$ cat config.mk
export PLATFORM = sky130hd
export DESIGN_NAME = led_pattern_gen_flat
export DESIGN_NICKNAME = d
export VERILOG_FILES = /design/src/rtl/led_pattern_gen_pkg.sv /design/src/rtl/led_pattern_gen_if.sv /design/src/rtl/led_pattern_gen_prescaler.sv /design/src/rtl/led_pattern_gen.sv /design/src/flat_wrapper.sv
export SDC_FILE = /design/constraint.sdc
export NUM_CORES = 1
export LEC_CHECK = 0
export ABC_CLOCK_PERIOD_IN_PS = 5500
export BUFFER_PORTS_ARGS = -buffer_cell sky130_fd_sc_hd__buf_4
export CAP_MARGIN = 10
export CORE_AREA = 2 2 81 83
export CTS_CLUSTER_SIZE = 24
export DETAILED_ROUTE_END_ITERATION = 8
export DIE_AREA = 0 0 83 85
export GPL_TIMING_DRIVEN = 0
export PLACE_DENSITY = 0.7
export SETUP_SLACK_MARGIN = 0.05
export SYNTH_ARGS = -nofsm -noshare
export SYNTH_HDL_FRONTEND = slang
export SYNTH_SLANG_ARGS = --single-unit
$ cat constraint.sdc
create_clock -name clk -period 5.5 [get_ports clk]
set_input_delay 1.1 -clock clk [delete_from_list [all_inputs] [get_ports clk]]
set_output_delay 1.1 -clock clk [all_outputs]
set_load 0.1 [all_outputs]
$ cat src/rtl/led_pattern_gen_pkg.sv
// led_pattern_pkg: shared types and constants for the LED pattern generator.
//   mode_e  : externally selected pattern mode (2-bit encoding on mode_i)
//   state_e : internal pattern FSM states
//   PAT_*   : pattern loaded when a mode is entered
package led_pattern_pkg;

  typedef enum logic [1:0] {
    MODE_COUNT = 2'b00,
    MODE_SCAN  = 2'b01,
    MODE_BLINK = 2'b10,
    MODE_HOLD  = 2'b11
  } mode_e;

  typedef enum logic [2:0] {
    S_COUNT,
    S_SCAN_L,
    S_SCAN_R,
    S_BLINK,
    S_HOLD
  } state_e;

  localparam logic [7:0] PAT_COUNT_INIT = 8'h00;
  localparam logic [7:0] PAT_SCAN_INIT  = 8'h01;
  localparam logic [7:0] PAT_BLINK_INIT = 8'hAA;

endpackage

$ cat src/rtl/led_pattern_gen_if.sv
// led_pattern_if: control/status bundle of the LED pattern generator.
//   enable_i : prescaler run enable
//   mode_i   : pattern mode select (mode_e)
//   duty_i   : PWM brightness, present only when LED_PWM_EN is defined
//   tick_o   : one-cycle pulse per pattern step
//   leds_o   : registered LED drive vector
// Modports: master = controller side, slave = generator side.
interface led_pattern_if
  import led_pattern_pkg::*;
#(
  parameter int unsigned LED_W = 8,
  parameter int unsigned PWM_W = 4
);
  logic             enable_i;
  mode_e            mode_i;
`ifdef LED_PWM_EN
  logic [PWM_W-1:0] duty_i;
`endif
  logic             tick_o;
  logic [LED_W-1:0] leds_o;

`ifdef LED_PWM_EN
  modport master (output enable_i, mode_i, duty_i, input tick_o, leds_o);
  modport slave  (input enable_i, mode_i, duty_i, output tick_o, leds_o);
`else
  modport master (output enable_i, mode_i, input tick_o, leds_o);
  modport slave  (input enable_i, mode_i, output tick_o, leds_o);
`endif
endinterface

$ cat src/rtl/led_pattern_gen_prescaler.sv
// tick_prescaler: divides clk down to a one-cycle step tick.
//   clk, rst_n : clock, async active-low reset
//   enable_i   : 1 = count runs, 0 = count frozen and tick suppressed
//   tick_o     : high while cnt sits at its last value and enable_i is high
// tick_o is decoded from the cnt register (plus enable_i), so it is clean
// for the whole cycle; freezing keeps cnt so a resume finishes the period.
module tick_prescaler #(
  parameter int unsigned PRESCALE = 12_000_000
) (
  input  logic clk,
  input  logic rst_n,
  input  logic enable_i,
  output logic tick_o
);
  localparam int unsigned    CW   = (PRESCALE > 2) ? $clog2(PRESCALE) : 1;
  localparam logic [CW-1:0]  LAST = CW'(PRESCALE - 1);

  logic [CW-1:0] cnt;

  always_ff @(posedge clk or negedge rst_n) begin
    if (!rst_n)        cnt <= '0;
    else if (enable_i) cnt <= (cnt == LAST) ? '0 : cnt + CW'(1);
  end

  assign tick_o = enable_i && (cnt == LAST);
endmodule

$ cat src/rtl/led_pattern_gen.sv
// led_pattern_gen: 8-bit LED pattern generator (COUNT / SCAN / BLINK / HOLD).
//   clk, rst_n : single clock, async active-low reset
//   bus        : led_pattern_if.slave (enable_i, mode_i, [duty_i], tick_o, leds_o)
// Build option LED_PWM_EN: adds duty_i and a free-running PWM that gates
// leds_o; without it leds_o is simply pat_q delayed one clock.
module led_pattern_gen
  import led_pattern_pkg::*;
#(
  parameter int unsigned LED_W    = 8,
  parameter int unsigned PRESCALE = 12_000_000,
  parameter int unsigned PWM_W    = 4
) (
  input  logic         clk,
  input  logic         rst_n,
  led_pattern_if.slave bus
);
  localparam logic [LED_W-1:0] ONE = LED_W'(1);
  localparam logic [LED_W-1:0] MSB = ONE << (LED_W - 1);

  logic             tick;
  mode_e            mode_q;
  state_e           state;
  logic [LED_W-1:0] pat_q, nxt_l, nxt_r;
  logic             onehot;
  logic             gate;

  tick_prescaler #(.PRESCALE(PRESCALE)) u_presc (
    .clk      (clk),
    .rst_n    (rst_n),
    .enable_i (bus.enable_i),
    .tick_o   (tick)
  );

  assign bus.tick_o = tick;
  assign nxt_l  = pat_q << 1;
  assign nxt_r  = pat_q >> 1;
  assign onehot = (pat_q != '0) && ((pat_q & (pat_q - ONE)) == '0);

  // Pattern FSM: everything advances only on a tick. A mode change takes
  // priority over stepping and (re)loads the mode's initial pattern.
  always_ff @(posedge clk or negedge rst_n) begin
    if (!rst_n) begin
      mode_q <= MODE_COUNT;
      state  <= S_COUNT;
      pat_q  <= LED_W'(PAT_COUNT_INIT);
    end else if (tick) begin
      if (bus.mode_i != mode_q) begin
        mode_q <= bus.mode_i;
        unique case (bus.mode_i)
          MODE_COUNT: begin state <= S_COUNT;  pat_q <= LED_W'(PAT_COUNT_INIT); end
          MODE_SCAN:  begin state <= S_SCAN_L; pat_q <= LED_W'(PAT_SCAN_INIT);  end
          MODE_BLINK: begin state <= S_BLINK;  pat_q <= LED_W'(PAT_BLINK_INIT); end
          default:          state <= S_HOLD;  // HOLD keeps whatever is shown
        endcase
      end else begin
        unique case (state)
          S_COUNT: pat_q <= pat_q + ONE;
          // Both SCAN states recover from a corrupted (non-one-hot) pattern
          // by restarting the sweep from the right-hand end.
          S_SCAN_L: begin
            if (!onehot) begin
              pat_q <= LED_W'(PAT_SCAN_INIT);
            end else begin
              pat_q <= nxt_l;
              if (nxt_l == MSB) state <= S_SCAN_R;
            end
          end
          S_SCAN_R: begin
            if (!onehot) begin
              pat_q <= LED_W'(PAT_SCAN_INIT);
              state <= S_SCAN_L;
            end else begin
              pat_q <= nxt_r;
              if (nxt_r == ONE) state <= S_SCAN_L;
            end
          end
          S_BLINK: pat_q <= ~pat_q;
          default: ;                          // S_HOLD
        endcase
      end
    end
  end

`ifdef LED_PWM_EN
  // Free-running PWM, independent of enable_i. duty_i=0 is fully off and
  // the brightest setting still leaves one dark slot per period.
  logic [PWM_W-1:0] pwm_cnt;

  always_ff @(posedge clk or negedge rst_n) begin
    if (!rst_n) pwm_cnt <= '0;
    else        pwm_cnt <= pwm_cnt + PWM_W'(1);
  end

  assign gate = (pwm_cnt < bus.duty_i);
`else
  assign gate = 1'b1;
`endif

  always_ff @(posedge clk or negedge rst_n) begin
    if (!rst_n) bus.leds_o <= '0;
    else        bus.leds_o <= pat_q & {LED_W{gate}};
  end
endmodule

$ cat src/flat_wrapper.sv
// flat-port wrapper written by rule: the top's interface ports become plain ports
module led_pattern_gen_flat import led_pattern_pkg::*;
#(
  parameter int unsigned LED_W    = 8,
  parameter int unsigned PRESCALE = 12_000_000,
  parameter int unsigned PWM_W    = 4
)
  (clk, rst_n, bus_enable_i, bus_mode_i, bus_tick_o, bus_leds_o);
  led_pattern_if #(.LED_W(LED_W), .PWM_W(PWM_W)) bus_i ();
  input  logic clk;
  input  logic rst_n;
  input wire logic [$bits(bus_i.enable_i)-1:0] bus_enable_i;
  input wire logic [$bits(bus_i.mode_i)-1:0] bus_mode_i;
  output wire logic [$bits(bus_i.tick_o)-1:0] bus_tick_o;
  output wire logic [$bits(bus_i.leds_o)-1:0] bus_leds_o;
  assign bus_i.enable_i = bus_enable_i;
  assign bus_i.mode_i = bus_mode_i;
  assign bus_tick_o = bus_i.tick_o;
  assign bus_leds_o = bus_i.leds_o;
  led_pattern_gen #(.LED_W(LED_W), .PRESCALE(PRESCALE), .PWM_W(PWM_W)) u_core (.clk(clk), .rst_n(rst_n), .bus(bus_i));
endmodule
---- Yosys cells after proc, flatten, opt, wreduce, memory -nomap -nowiden ----
Index checks and enable logic that the tools add are counted.
storage, ports and cells
  bits in registers ....................... 45
  latch bits .............................. 0
  RAM bits ................................ 0
  bits in read-only memories .............. 0
  bits of input ports ..................... 5
  output and inout port bits .............. 9
  memories kept ........................... 0
operators by class
  add/sub/neg operators ................... 3
  multipliers ............................. 0
  div/mod/pow operators ................... 0
  $lt $le $gt $ge ......................... 0
  eq/ne operators ......................... 13
  shift-type cells ........................ 0
  multiplexer cells ....................... 13
  bitwise operators ....................... 2
  reductions and logical operators ........ 11
operator list
  cell                                                                     count
  8-bit case mux with 4 select lines                                       1
  24-bit by 1-bit adder with 24-bit output, second input constant          1
  24-bit == test, second input constant                                    1
  24-bit 2-to-1 mux                                                        1
  8-bit case mux with 3 select lines                                       1
  8-bit 2-to-1 mux                                                         2
  3-bit 2-to-1 mux                                                         5
  3-bit case mux with 3 select lines                                       1
  8-bit by 1-bit adder with 8-bit output, second input constant            1
  8-bit bitwise AND                                                        1
  8-bit zero test                                                          1
  4-bit inequality test, second input constant                             2
  8-bit inverter                                                           1
  8-bit nonzero test                                                       1
  8-bit by 1-bit subtractor with 8-bit output, second input constant       1
  7-bit by 1-bit == test with 1-bit output, second input constant          1
  7-bit == test, second input constant                                     1
  7-bit 2-to-1 mux                                                         1
  3-bit by 2-bit == test with 1-bit output, second input constant          2
  3-bit by 1-bit inequality test with 1-bit output, second input constant  2
  3-bit case mux with 2 select lines                                       1
  5-bit AND reduction                                                      1
  5-bit nonzero test                                                       1
  3-bit by 1-bit == test with 1-bit output, second input constant          1
  other kinds (9)                                                          10

---- Logic depth before layout (Yosys ltp) ----
Gate-level depths: netlist of run 1.
  word-level depth ........................ 7
  depth in mapped cells ................... 9

---- Cells and area by module ----
A second synthesis of run 1 with hierarchy kept.
second synthesis, totals
  cells, all modules ...................... 292
  area total of the unflattened synthesis .. 2700.1 sq um
modules (own cells, without submodules)
  module           times used  cells each  area an instance (sq um)  seq. area each (sq um)
  led_pattern_gen  1           163         1433.9                    525.5
  tick_prescaler   1           129         1266.2                    600.6

---- Least setup slack after synthesis of run 1 ----
Ideal clock, no wire load.
  path type ............................... input to output
  start point ............................. input port bus_enable_i
  end point ............................... output port bus_tick_o
  arrival time ............................ 4605 ps
  path slack .............................. -205 ps
  cell stages on the path ................. 4
  path buffers ............................ 1
  path through ............................ nand2_1 > or3_1 > buf_6 > nor4_1
on the way
  cells in the longest elaborated chain, start to end .. 1
RTL lines
  what               line                             source
  from (decl)        flat_wrapper.sv:12               input wire logic [$bits(bus_i.enable_i)-1:0] bus_enable_i;
  1-bit logical AND  led_pattern_gen_prescaler.sv:25  assign tick_o = enable_i && (cnt == LAST);
  to (decl)          flat_wrapper.sv:14               output wire logic [$bits(bus_i.tick_o)-1:0] bus_tick_o;
Every way passes these cells.

---- Worst setup path after layout of run 1 ----
Same ends and word-level chain as after synthesis.

==> run summary, run 1 <==
### Job
* **number of violations of the max-capacitance limit** 0

### Synth
* **instance count of the mapped netlist** 305
* **number of synthesis warnings** 0
* **syn avg cell area** 8.81 sq um
* **share of Yosys cell area claimed by the top area cell type** 0.419
* **fraction of the yosys area taken by sequential cells** 0.419
* **post-synthesis net count** 317
* **total of flip-flops plus latches after synthesis** 45
* **count of flip-flops with a built-in enable after synthesis** 0
* **fraction of registers with async set/reset** 1.00
* **Synth Cell Area** 2690 sq um
* **post-synth top area cell** sky130_fd_sc_hd__dfrtp_1
* **count of different cell masters after synthesis** 55
* **most instantiated cells after synthesis** 45 x sky130_fd_sc_hd__dfrtp_1, 34 x sky130_fd_sc_hd__nand2_1, 32 x sky130_fd_sc_hd__nor2_1
* **most common cell in the netlist** sky130_fd_sc_hd__dfrtp_1
* **Synth Flop Type** sky130_fd_sc_hd__dfrtp_1
* **cells taking the most area after synthesis** sky130_fd_sc_hd__dfrtp_1 42%, sky130_fd_sc_hd__nand2_1 4.7%, sky130_fd_sc_hd__xnor2_1 4.6%, sky130_fd_sc_hd__nor2_1 4.5%, sky130_fd_sc_hd__ha_1 3.3%

### Floorplan
* **chip width** 83 um
* **starting utilization of the core area** 0.433
* **full die area** 7060 sq um
* **number of I/O pins** 14
* **die height** 85 um
* **number of placement rows** 29
* **core area** 6200 sq um

### Global routing
* **number of global-route vias before repair** 2,109
* **global-route wire length before repair** 10,300 um
* **all-layer global routing usage** 0.179
* **antenna violations before repair** 0
* **largest net degree at the start of global routing** 46
* **global-route congestion overflow total** 0

### Layout
* **final core utilization** 0.481
* **share of post-route cells with drive strength above 1** 0.0951
* **final-stage net count** 337
* **fill count** 589
* **Diodes inserted** 0
* **storage element area** 1130 sq um
* **area grow syn2layout** 10.9%
* **Post-Layout Cell Count** 403
* **total area of multi-input combinational cells** 1460 sq um

### Clocking
* **clk slew on worst S/H paths** 90 ps
* **CTS H-Tree Depth** 2
* **insertion delay to the later sink of the worst-skew pair** 310 ps
* **number of clock buffers inserted by TritonCTS** 5
* **total number of clock tree sinks** 45
* **CTS Root Buffer Type** sky130_fd_sc_hd__clkbuf_8
* **Resized Gates After CTS** 0
* **Max Buffers Root-to-Sink** 2
* **clock tree from TritonCTS** built
* **CTS Hold Bufs** 0
* **post-CTS setup buffer count** 0

### Power and ir drop
* **Max VDD drop** 116 uV
* **total leakage power** 1.33 nW
* **total power per unit cell area** 216 nW/um^2

### STA
* **unrepaired setup endpoints after global routing** no
* **crit share post-route** 0.663
* **Achievable Freq** 274 MHz
* **number of failing setup endpoints in the final timing report** 0
* **final number of hold-violating endpoints** 0
* **post-layout min period** 3650 ps
* **worst-case clock skew** 16.7 ps
* **final-report max-slew violation count** 0
* **Worst-Margin Slew** 560 ps
* **Relative slew margins** 0.625
* **final worst-path setup slack** 1850 ps
* **Total Neg Setup Slack** 0 ps

### Place
* **DP Worst Slack** 1870 ps
* **instance count after placement with tap cells included** 395
* **GP Congestion** 0.889
* **IO buf count** 13
* **sum of net half-perimeters after detailed placement** 4160 um

### Drt
* **routed via count divided by cell count** 5.69
* **vias post-DR** 2,294
* **wire length reported by the detailed router** 5980 um
* **DR iter-0 viols** 213
* **DRC errors left** 0
* **number of detailed-routing iterations run before antenna repair** 5
* **Routed WL per cell** 14.8 um
* **post-route ant nets** 0

### Worst setup path
* **endpoint kind of the worst setup timing path** output pin
* **required time of the critical path** 4400 ps
* **reg2reg setup slack** 2960 ps
* **r2r worst-path depth** 8
* **most frequent CP cell** sky130_fd_sc_hd__buf_4
* **type of the worst setup path** in2out
* **Slowest cell on crit path** sky130_fd_sc_hd__nor4_2
* **type of origin of the critical path** input pin
* **Worst Path Arrival** 2550 ps
* **terminus of the critical flop-to-flop path** u_core.pat_q[3]$_DFFE_PN0P_
* **largest driver fanout on the critical path** 9
* **highest cell delay on the worst timing path** 410 ps
* **startpoint of the most critical register-to-register path** u_core.pat_q[1]$_DFFE_PN0P_
* **Cell Chain, Critical Path** buf_4, nand2_1, or3_1, buf_6, nor4_2, buf_4

### Min path
* **hold worst-path end** u_core.bus.leds_o[1]$_DFF_PN0_
* **class of the worst hold path** reg2reg
* **cell depth of the worst hold path** 0
* **worst min-delay path startpoint** u_core.pat_q[1]$_DFFE_PN0P_

### Outcome
* **outcome** complete, no violations

## power breakdown
group	total [mW]	switching, mW	internal [mW]
logic	0.0525	0.0294	0.0231
registers	0.371	0.0217	0.349
clock network	0.222	0.130	0.0920
total	0.645	0.181	0.465
## flip-flops by register name, summed over array words and instances, names as in the netlist
name / count
u_core.bus.leds_o: 8
u_core.mode_q: 2
u_core.pat_q: 8
u_core.state: 3
u_core.u_presc.cnt: 24
## worst max path at each step
stage	slack [ps]	cells after the start	end	startpoint
after floorplan	1010	4	bus_tick_o	bus_enable_i
after global placement	1880	6	bus_tick_o	bus_enable_i
after detailed placement	1870	6	bus_tick_o	bus_enable_i
after CTS	1860	6	bus_tick_o	bus_enable_i
after global routing	1810	6	bus_tick_o	bus_enable_i
final	1850	6	bus_tick_o	bus_enable_i
## logic make-up after synthesis
logic type | after synthesis | synth area share
muxes | 1 | 0.00372
and+or+nand+nor | 137 | 0.269
xor gates and xnor gates | 22 | 0.0717
buffers and inverters | 26 | 0.0400
DFF | 45 | 0.419
AOI/OAI and AO/OA | 67 | 0.164
adders and majority gates | 7 | 0.0326
## final cells by class
| cell class | instances | area share |
|---|---|---|
| Tap cell | 77 | 0.0323 |
| Clock inverter | 3 | 0.00839 |
| Inverter | 11 | 0.0138 |
| Buffer | 15 | 0.0222 |
| Timing Repair Buffer | 13 | 0.0327 |
| Sequential cell | 45 | 0.378 |
| Multi-Input combinational cell | 234 | 0.490 |
| Clock buffer | 5 | 0.0231 |
## worst max-delay path: cells and delay by family
| family | cells | cell delay (ps) |
|---|---|---|
| AND/OR/NAND/NOR | 3 | 790 |
| buffers and inverters | 3 | 650 |
## metrics by stage
step | hold WS, ps | area, sq um | total power, mW
after floorplan | 372 | 2690 | 0.410
after CTS | 415 | 2980 | 0.651
final | 413 | 2980 | 0.645
after global placement | 384 | 2890 | 0.427
after global routing | 429 | 2980 | 0.676
after detailed placement | 394 | 2890 | 0.431
## placed cells by master (no fill, tap or decap), types with 5 or more instances in the layout
cell type and instances:
sky130_fd_sc_hd__inv_1 11, sky130_fd_sc_hd__nand2b_1 5, sky130_fd_sc_hd__xor2_1 8, sky130_fd_sc_hd__a31oi_1 5, sky130_fd_sc_hd__clkbuf_8 5, sky130_fd_sc_hd__ha_1 7, sky130_fd_sc_hd__xnor2_1 14, sky130_fd_sc_hd__dfrtp_1 45
sky130_fd_sc_hd__buf_4 13, sky130_fd_sc_hd__nand4_1 7, sky130_fd_sc_hd__nand2_1 34, sky130_fd_sc_hd__o21ai_0 15, sky130_fd_sc_hd__o31ai_1 5, sky130_fd_sc_hd__nor3_1 5, sky130_fd_sc_hd__nor2_1 32, sky130_fd_sc_hd__and3_1 8
sky130_fd_sc_hd__o21ai_1 5, sky130_fd_sc_hd__nand3_1 17, sky130_fd_sc_hd__a21oi_1 11, sky130_fd_sc_hd__clkbuf_1 9
## per-layer routing
layer	track usage	wire length (um)	vias to the layer above
li1	-	-	1122
met1	0.262	2870	1080
met2	0.262	2750	88
met3	0.0350	345	4
met4	0.0671	19	0
met5	0	0	-
Note: power is estimated with default switching activity, not from simulation.
==> run 2, diff against run 1 <==
- ABC_CLOCK_PERIOD_IN_PS: 5500 -> 3600
- clock period: 5.5 -> 3.6 ns (I/O delays scaled with it)
==> run 2 against run 1 <==
Effect of this change: sequential share of layout area shrank 0.11 points; hold slack lost 16 ps; sequential power grew 53%; critical endpoint unchanged; utilization grew 0.14 points; clock power grew 53%; flip-flop and latch count is the same; clock-buffer cell count is the same.
==> run summary, run 2 (synthesis gave the netlist of run 1 again) <==
### Outcome
* **outcome** complete, no violations

### Clocking
* **total number of clock tree sinks** 45, unchanged
* **Max Buffers Root-to-Sink** 2, unchanged
* **insertion delay to the later sink of the worst-skew pair** 310 ps, about the same
* **CTS H-Tree Depth** 2, unchanged
* **clk slew on worst S/H paths** 100 ps, about the same
* **CTS Root Buffer Type** sky130_fd_sc_hd__clkbuf_8
* **post-CTS setup buffer count** 0, unchanged
* **number of clock buffers inserted by TritonCTS** 5, unchanged
* **CTS Hold Bufs** 0, unchanged
* **Resized Gates After CTS** 0, unchanged
* **clock tree from TritonCTS** built

### Layout
* **Largest register FFs** 24, unchanged
* **storage element area** 1130 sq um, unchanged
* **total area of multi-input combinational cells** 1470 sq um, +0.60%
* **fill count** 594, +0.85%
* **Diodes inserted** 0, unchanged
* **share of post-route cells with drive strength above 1** 0.0951, unchanged
* **largest registers ranked by flip-flop count** u_core.u_presc.cnt (24), u_core.bus.leds_o (8), u_core.pat_q (8)
* **area grow syn2layout** 11.3%
* **most frequent standard cell in the layout excluding fill and tap cells** sky130_fd_sc_hd__dfrtp_1
* **final-stage net count** 337, unchanged
* **final core utilization** 0.482, +0.00141
* **most frequent cells in the layout** 45 x sky130_fd_sc_hd__dfrtp_1, 34 x sky130_fd_sc_hd__nand2_1, 32 x sky130_fd_sc_hd__nor2_1
* **register with the highest flop count** u_core.u_presc.cnt

### Floorplan
* **core area** 6200 sq um, unchanged
* **die height** 85 um, unchanged
* **number of I/O pins** 14, unchanged
* **full die area** 7060 sq um, unchanged
* **number of placement rows** 29, unchanged
* **chip width** 83 um, unchanged
* **starting utilization of the core area** 0.433, unchanged

### Drt
* **Routed WL per cell** 15.2 um, +2.6%
* **DR iter-0 viols** 192, -9.9%
* **DRC errors left** 0, unchanged
* **post-route ant nets** 0, unchanged
* **number of detailed-routing iterations run before antenna repair** 4, -1
* **routed via count divided by cell count** 5.71, +0.39%
* **vias post-DR** 2,303, +0.39%
* **wire length reported by the detailed router** 6140 um, +2.6%

### STA
* **Worst-Margin Slew** 580 ps, +19.6 ps
* **final-report max-slew violation count** 0, unchanged
* **unrepaired setup endpoints after global routing** no
* **final worst-path setup slack** 657 ps, -1190 ps
* **worst-case clock skew** 8.77 ps, -7.93 ps
* **Relative slew margins** 0.612, -0.0131
* **Total Neg Setup Slack** 0 ps, unchanged
* **Achievable Freq** 340 MHz
* **number of failing setup endpoints in the final timing report** 0, unchanged
* **final number of hold-violating endpoints** 0, unchanged
* **post-layout min period** 2940 ps
* **crit share post-route** 0.817
* **Hold Slack** 397 ps, -15.9 ps

### Power and ir drop
* **total leakage power** 1.35 nW, +1.3%
* **clock share of power** 0.344, about the same
* **sequential share of power** 0.576, about the same
* **total power per unit cell area** 330 nW/um^2, +52%
* **Comb pwr share** 0.081, about the same
* **fraction of power spent switching nets** 0.281, about the same
* **cell-internal power** 0.710 mW, +53%
* **Max VDD drop** 169 uV, +45%
* **switching power** 0.277 mW, +53%

### Worst setup path
* **largest driver fanout on the critical path** 5, -4
* **reg2reg setup slack** 1050 ps, -1910 ps
* **Worst Path Arrival** 2220 ps, -330 ps
* **crit path buf inv count** 1, -2
* **Cell Chain, Critical Path** nand2b_1, or4_1, nor4_4, buf_4
* **terminus of the critical flop-to-flop path** u_core.pat_q[3]$_DFFE_PN0P_
* **highest cell delay on the worst timing path** 660 ps, +250 ps
* **required time of the critical path** 2880 ps, -1520 ps
* **Worst path top cell family by delay** simple AND/OR/NAND/NOR gates
* **startpoint of the most critical register-to-register path** u_core.pat_q[1]$_DFFE_PN0P_
* **endpoint kind of the worst setup timing path** output pin
* **r2r worst-path depth** 8, unchanged
* **Slowest cell on crit path** sky130_fd_sc_hd__or4_1
* **type of the worst setup path** reg2out
* **type of origin of the critical path** register

### Place
* **IO buf count** 13, unchanged
* **GP Congestion** 0.933, +4.9%
* **DP Worst Slack** 816 ps, -1060 ps
* **sum of net half-perimeters after detailed placement** 4340 um, +4.1%

### Min path
* **class of the worst hold path** in2async

### Job
* **number of violations of the max-capacitance limit** 0, unchanged

### Global routing
* **number of global-route vias before repair** 2,225, +5.5%
* **antenna violations before repair** 0, unchanged
* **global-route wire length before repair** 10,600 um, +2.9%
* **largest net degree at the start of global routing** 46, unchanged
* **global-route congestion overflow total** 0, unchanged
* **all-layer global routing usage** 0.184, +0.00501

-- run 2: worst max-delay path by stage --
stage | from | endpoint | cells past startpoint
finish | u_core.u_presc.cnt[15]$_DFFE_PN0P_ | bus_tick_o | 4
CTS | u_core.u_presc.cnt[15]$_DFFE_PN0P_ | bus_tick_o | 4
floorplan | bus_enable_i | bus_tick_o | 4
detailed placement | bus_enable_i | bus_tick_o | 6
global route | u_core.u_presc.cnt[0]$_DFFE_PN0P_ | bus_tick_o | 6
global placement | bus_enable_i | bus_tick_o | 6
-- run 2: worst reg2reg max path: stages (launching register included) --
cell,delay (ps)
sky130_fd_sc_hd__dfrtp_1,370
sky130_fd_sc_hd__clkbuf_1,360
sky130_fd_sc_hd__inv_1,180
sky130_fd_sc_hd__ha_1,250
sky130_fd_sc_hd__and3_1,170
sky130_fd_sc_hd__or2_2,300
sky130_fd_sc_hd__nor3_1,450
sky130_fd_sc_hd__a41oi_1,200
sky130_fd_sc_hd__a21oi_1,190
-- run 2: through the flow --
stage                     instances  power [mW]  cell area [sq um]
after floorplan                 305       0.626               2700
after global placement          395       0.653               2900
after detailed placement        395       0.658               2900
after CTS                       403       0.994               2990
after global routing            403        1.04               2990
final                           403       0.987               2990
-- run 2: cell type report --
| cell class | count | share of cell area |
|---|---|---|
| Buffer | 15 | 0.0222 |
| Clock buffer | 5 | 0.0230 |
| Clock inverter | 3 | 0.00837 |
| Inverter | 11 | 0.0138 |
| Multi-Input combinational cell | 234 | 0.491 |
| Sequential cell | 45 | 0.377 |
| Tap cell | 77 | 0.0322 |
| Timing Repair Buffer | 13 | 0.0326 |
-- run 2: routing by layer --
| metal | global-route usage | share of wire |
|---|---|---|
| met1 | 0.255 | 0.47 |
| met2 | 0.293 | 0.46 |
| met3 | 0.0340 | 0.054 |
| met4 | 0.0596 | 0.012 |
| met5 | 0 | 0 |
-- run 2: power by group through the flow --
stage	clock network, mW	registers, mW	logic [mW]
2_1_floorplan	0	0.571	0.0548
3_3_place_gp	0	0.576	0.0776
3_5_place_dp	0	0.578	0.0802
4_1_cts	0.345	0.568	0.0809
5_1_grt	0.371	0.573	0.0917
6_report	0.339	0.568	0.0795
==> run 3, diff against run 2 <==
- ABC_AREA: not set -> 1
- ABC_CLOCK_PERIOD_IN_PS: 3600 -> 2400
- CORE_AREA: 2 2 81 83 -> 2 2 85 87
- DIE_AREA: 0 0 83 85 -> 0 0 87 89
- PLACE_DENSITY: 0.7 -> 0.72
- clock period: 3.6 -> 2.4 ns (I/O delays scaled with it)
==> run 3 against run 2 <==
Effect of this change: flip-flop and latch count did not move; largest power group unchanged; hold slack got worse by 230 ps; design area rose by 10%; highest routed layer unchanged; non-clock buffer count fell by 9; largest cell class unchanged; clock skew barely moved.
==> run summary, run 3 <==
### Place
* **IO buf count** 12, -1
* **sum of net half-perimeters after detailed placement** 4870 um, +12%
* **GP Congestion** 0.912, -2.2%

### Floorplan
* **die height** 89 um, +4.7%
* **number of placement rows** 30, +3.4%
* **starting utilization of the core area** 0.442, +0.00893
* **full die area** 7740 sq um, +9.8%
* **chip width** 87 um, +4.8%
* **core area** 6720 sq um, +8.3%
* **number of I/O pins** 14, unchanged

### Synth
* **cells taking the most area after synthesis** sky130_fd_sc_hd__dfrtp_1 38%, sky130_fd_sc_hd__nand2_1 9.4%, sky130_fd_sc_hd__inv_1 6.7%, sky130_fd_sc_hd__nand3_1 6.2%, sky130_fd_sc_hd__nor2_1 4.3%
* **post-synth top area cell** sky130_fd_sc_hd__dfrtp_1
* **instance count of the mapped netlist** 388, +27%
* **count of different cell masters after synthesis** 40, -27%
* **post-synthesis net count** 400, +26%
* **most instantiated cells after synthesis** 74 x sky130_fd_sc_hd__nand2_1, 53 x sky130_fd_sc_hd__inv_1, 45 x sky130_fd_sc_hd__dfrtp_1
* **share of Yosys cell area claimed by the top area cell type** 0.379, -0.0399
* **total of flip-flops plus latches after synthesis** 45, unchanged
* **Synth Cell Area** 2970 sq um, +11%
* **syn avg cell area** 7.66 sq um, -13%
* **count of flip-flops with a built-in enable after synthesis** 0, unchanged
* **Synth Flop Type** sky130_fd_sc_hd__dfrtp_1
* **number of synthesis warnings** 0, unchanged
* **fraction of registers with async set/reset** 1.00, unchanged
* **fraction of the yosys area taken by sequential cells** 0.379, -0.0399
* **most common cell in the netlist** sky130_fd_sc_hd__nand2_1

### Worst setup path
* **Slowest cell on crit path** sky130_fd_sc_hd__dfrtp_1
* **WP depth** 6, +2
* **type of the worst setup path** reg2out
* **required time of the critical path** 1920 ps, -960 ps
* **Worst Path Arrival** 1680 ps, -540 ps
* **Worst path top cell family by delay** simple AND/OR/NAND/NOR gates
* **highest cell delay on the worst timing path** 460 ps, -200 ps
* **largest driver fanout on the critical path** 6, +1
* **endpoint kind of the worst setup timing path** output pin
* **crit path buf inv count** 2, +1
* **Cell Chain, Critical Path** inv_1, nand4_1, nor3_2, nand3_1, nor2_4, buf_6
* **r2r worst-path depth** 13, +5
* **type of origin of the critical path** register

### Layout
* **share of post-route cells with drive strength above 1** 0.174, +0.0785
* **most frequent cells in the layout** 74 x sky130_fd_sc_hd__nand2_1, 53 x sky130_fd_sc_hd__inv_1, 45 x sky130_fd_sc_hd__dfrtp_1
* **Largest register FFs** 24, unchanged
* **largest registers ranked by flip-flop count** u_core.u_presc.cnt (24), u_core.bus.leds_o (8), u_core.pat_q (8)
* **final-stage net count** 420, +25%
* **Diodes inserted** 0, unchanged
* **most frequent standard cell in the layout excluding fill and tap cells** sky130_fd_sc_hd__nand2_1
* **final core utilization** 0.490, +0.00799
* **register with the highest flop count** u_core.u_presc.cnt
* **area grow syn2layout** 10.8%

### STA
* **worst-case clock skew** 8.66 ps, -0.105 ps
* **crit share post-route** 0.899
* **final-report max-slew violation count** 0, unchanged
* **post-layout min period** 2160 ps
* **Relative slew margins** 0.480, -0.132
* **Achievable Freq** 463 MHz
* **unrepaired setup endpoints after global routing** no
* **number of failing setup endpoints in the final timing report** 0, unchanged
* **Worst-Margin Slew** 774 ps, +194 ps
* **Total Neg Setup Slack** 0 ps, unchanged
* **final number of hold-violating endpoints** 0, unchanged

### Drt
* **DRC errors left** 0, unchanged
* **routed via count divided by cell count** 5.36, -6.3%
* **Routed WL per cell** 13.3 um, -13%
* **number of detailed-routing iterations run before antenna repair** 5, +1
* **wire length reported by the detailed router** 6510 um, +6.0%
* **post-route ant nets** 0, unchanged
* **DR iter-0 viols** 248, +29%
* **vias post-DR** 2,619, +14%

### Power and ir drop
* **Overall Power** 1.68 mW, +70%
* **total power per unit cell area** 509 nW/um^2, +54%
* **total leakage power** 1.59 nW, +18%
* **Max VDD drop** 206 uV, +22%

### Clocking
* **CTS Hold Bufs** 0, unchanged
* **clk slew on worst S/H paths** 90 ps, about the same
* **number of clock buffers inserted by TritonCTS** 5, unchanged
* **CTS Root Buffer Type** sky130_fd_sc_hd__clkbuf_8
* **insertion delay to the later sink of the worst-skew pair** 300 ps, about the same
* **total number of clock tree sinks** 45, unchanged
* **clock tree from TritonCTS** built
* **Max Buffers Root-to-Sink** 2, unchanged
* **CTS H-Tree Depth** 2, unchanged

### Global routing
* **global-route congestion overflow total** 0, unchanged
* **largest net degree at the start of global routing** 46, unchanged
* **all-layer global routing usage** 0.182, -0.00172
* **global-route wire length before repair** 11,400 um, +7.0%
* **antenna violations before repair** 0, unchanged
* **number of global-route vias before repair** 2,544, +14%

### Outcome
* **outcome** complete, no violations

### Job
* **number of violations of the max-capacitance limit** 0, unchanged

### Min path
* **class of the worst hold path** in2async

## run 3: cell families (layout without fill, tap and decap cells)
kind of cell	count (synthesis)	in the layout	synth area share
AOI/OAI and AO/OA	48	48	0.0956
xor gates and xnor gates	10	10	0.0295
adders and majority gates	7	7	0.0295
buffers and inverters	65	86	0.0893
DFF	45	45	0.379
and+or+nand+nor	213	213	0.377
## run 3: power by group
group | total, mW | internal, mW | leakage (nW) | switching (mW)
combinational | 0.202 | 0.0746 | 1.00 | 0.127
sequential | 0.872 | 0.811 | 0.527 | 0.0612
clock | 0.602 | 0.339 | 0.0574 | 0.263
total | 1.68 | 1.22 | 1.59 | 0.452
## run 3: final cells by class
cell class | count | area, sq um
plain buffers | 6 | 43.8
inverters | 59 | 221
clock inverters | 2 | 37.5
well taps | 80 | 100
multi-input cells | 278 | 1580
flip-flops and latches | 45 | 1130
clock buffers | 6 | 82.6
repair buffers | 13 | 101
fillers | 667 | 3430
## run 3: worst paths after layout
check,start,end,slack [ps]
hold reg to reg,u_core.pat_q[4]$_DFFE_PN0P_,u_core.bus.leds_o[4]$_DFF_PN0_,400
setup / recovery,u_core.u_presc.cnt[19]$_DFFE_PN0P_,bus_tick_o,240
hold / removal,rst_n,u_core.bus.leds_o[3]$_DFF_PN0_,160
max in group asynchronous,rst_n,u_core.u_presc.cnt[15]$_DFFE_PN0P_,1850
min in group clk,u_core.pat_q[4]$_DFFE_PN0P_,u_core.bus.leds_o[4]$_DFF_PN0_,400
setup reg to reg,u_core.pat_q[1]$_DFFE_PN0P_,u_core.pat_q[0]$_DFFE_PN0P_,380
## run 3: metal layers
metal | vias up | track usage | wire length (um)
li1 | 1313 | - | -
met4 | 0 | 0.0469 | 67
met5 | - | 0 | 0
met1 | 1216 | 0.249 | 3170
met3 | 10 | 0.0332 | 375
met2 | 80 | 0.299 | 2900
## run 3: timing repair
action                     CTS  global route
buffers inserted             1             0
setup endpoints to repair    1             0
resized for setup            1             0
## run 3: per-stage QoR
step | setup WS, ps | cells | area [sq um] | hold slack [ps]
floorplan | 263 | 388 | 2970 | 184
global placement | 242 | 480 | 3160 | 379
detailed placement | 214 | 480 | 3160 | 386
CTS | 245 | 489 | 3290 | 185
global route | 137 | 489 | 3290 | 211
finish | 242 | 489 | 3290 | 163
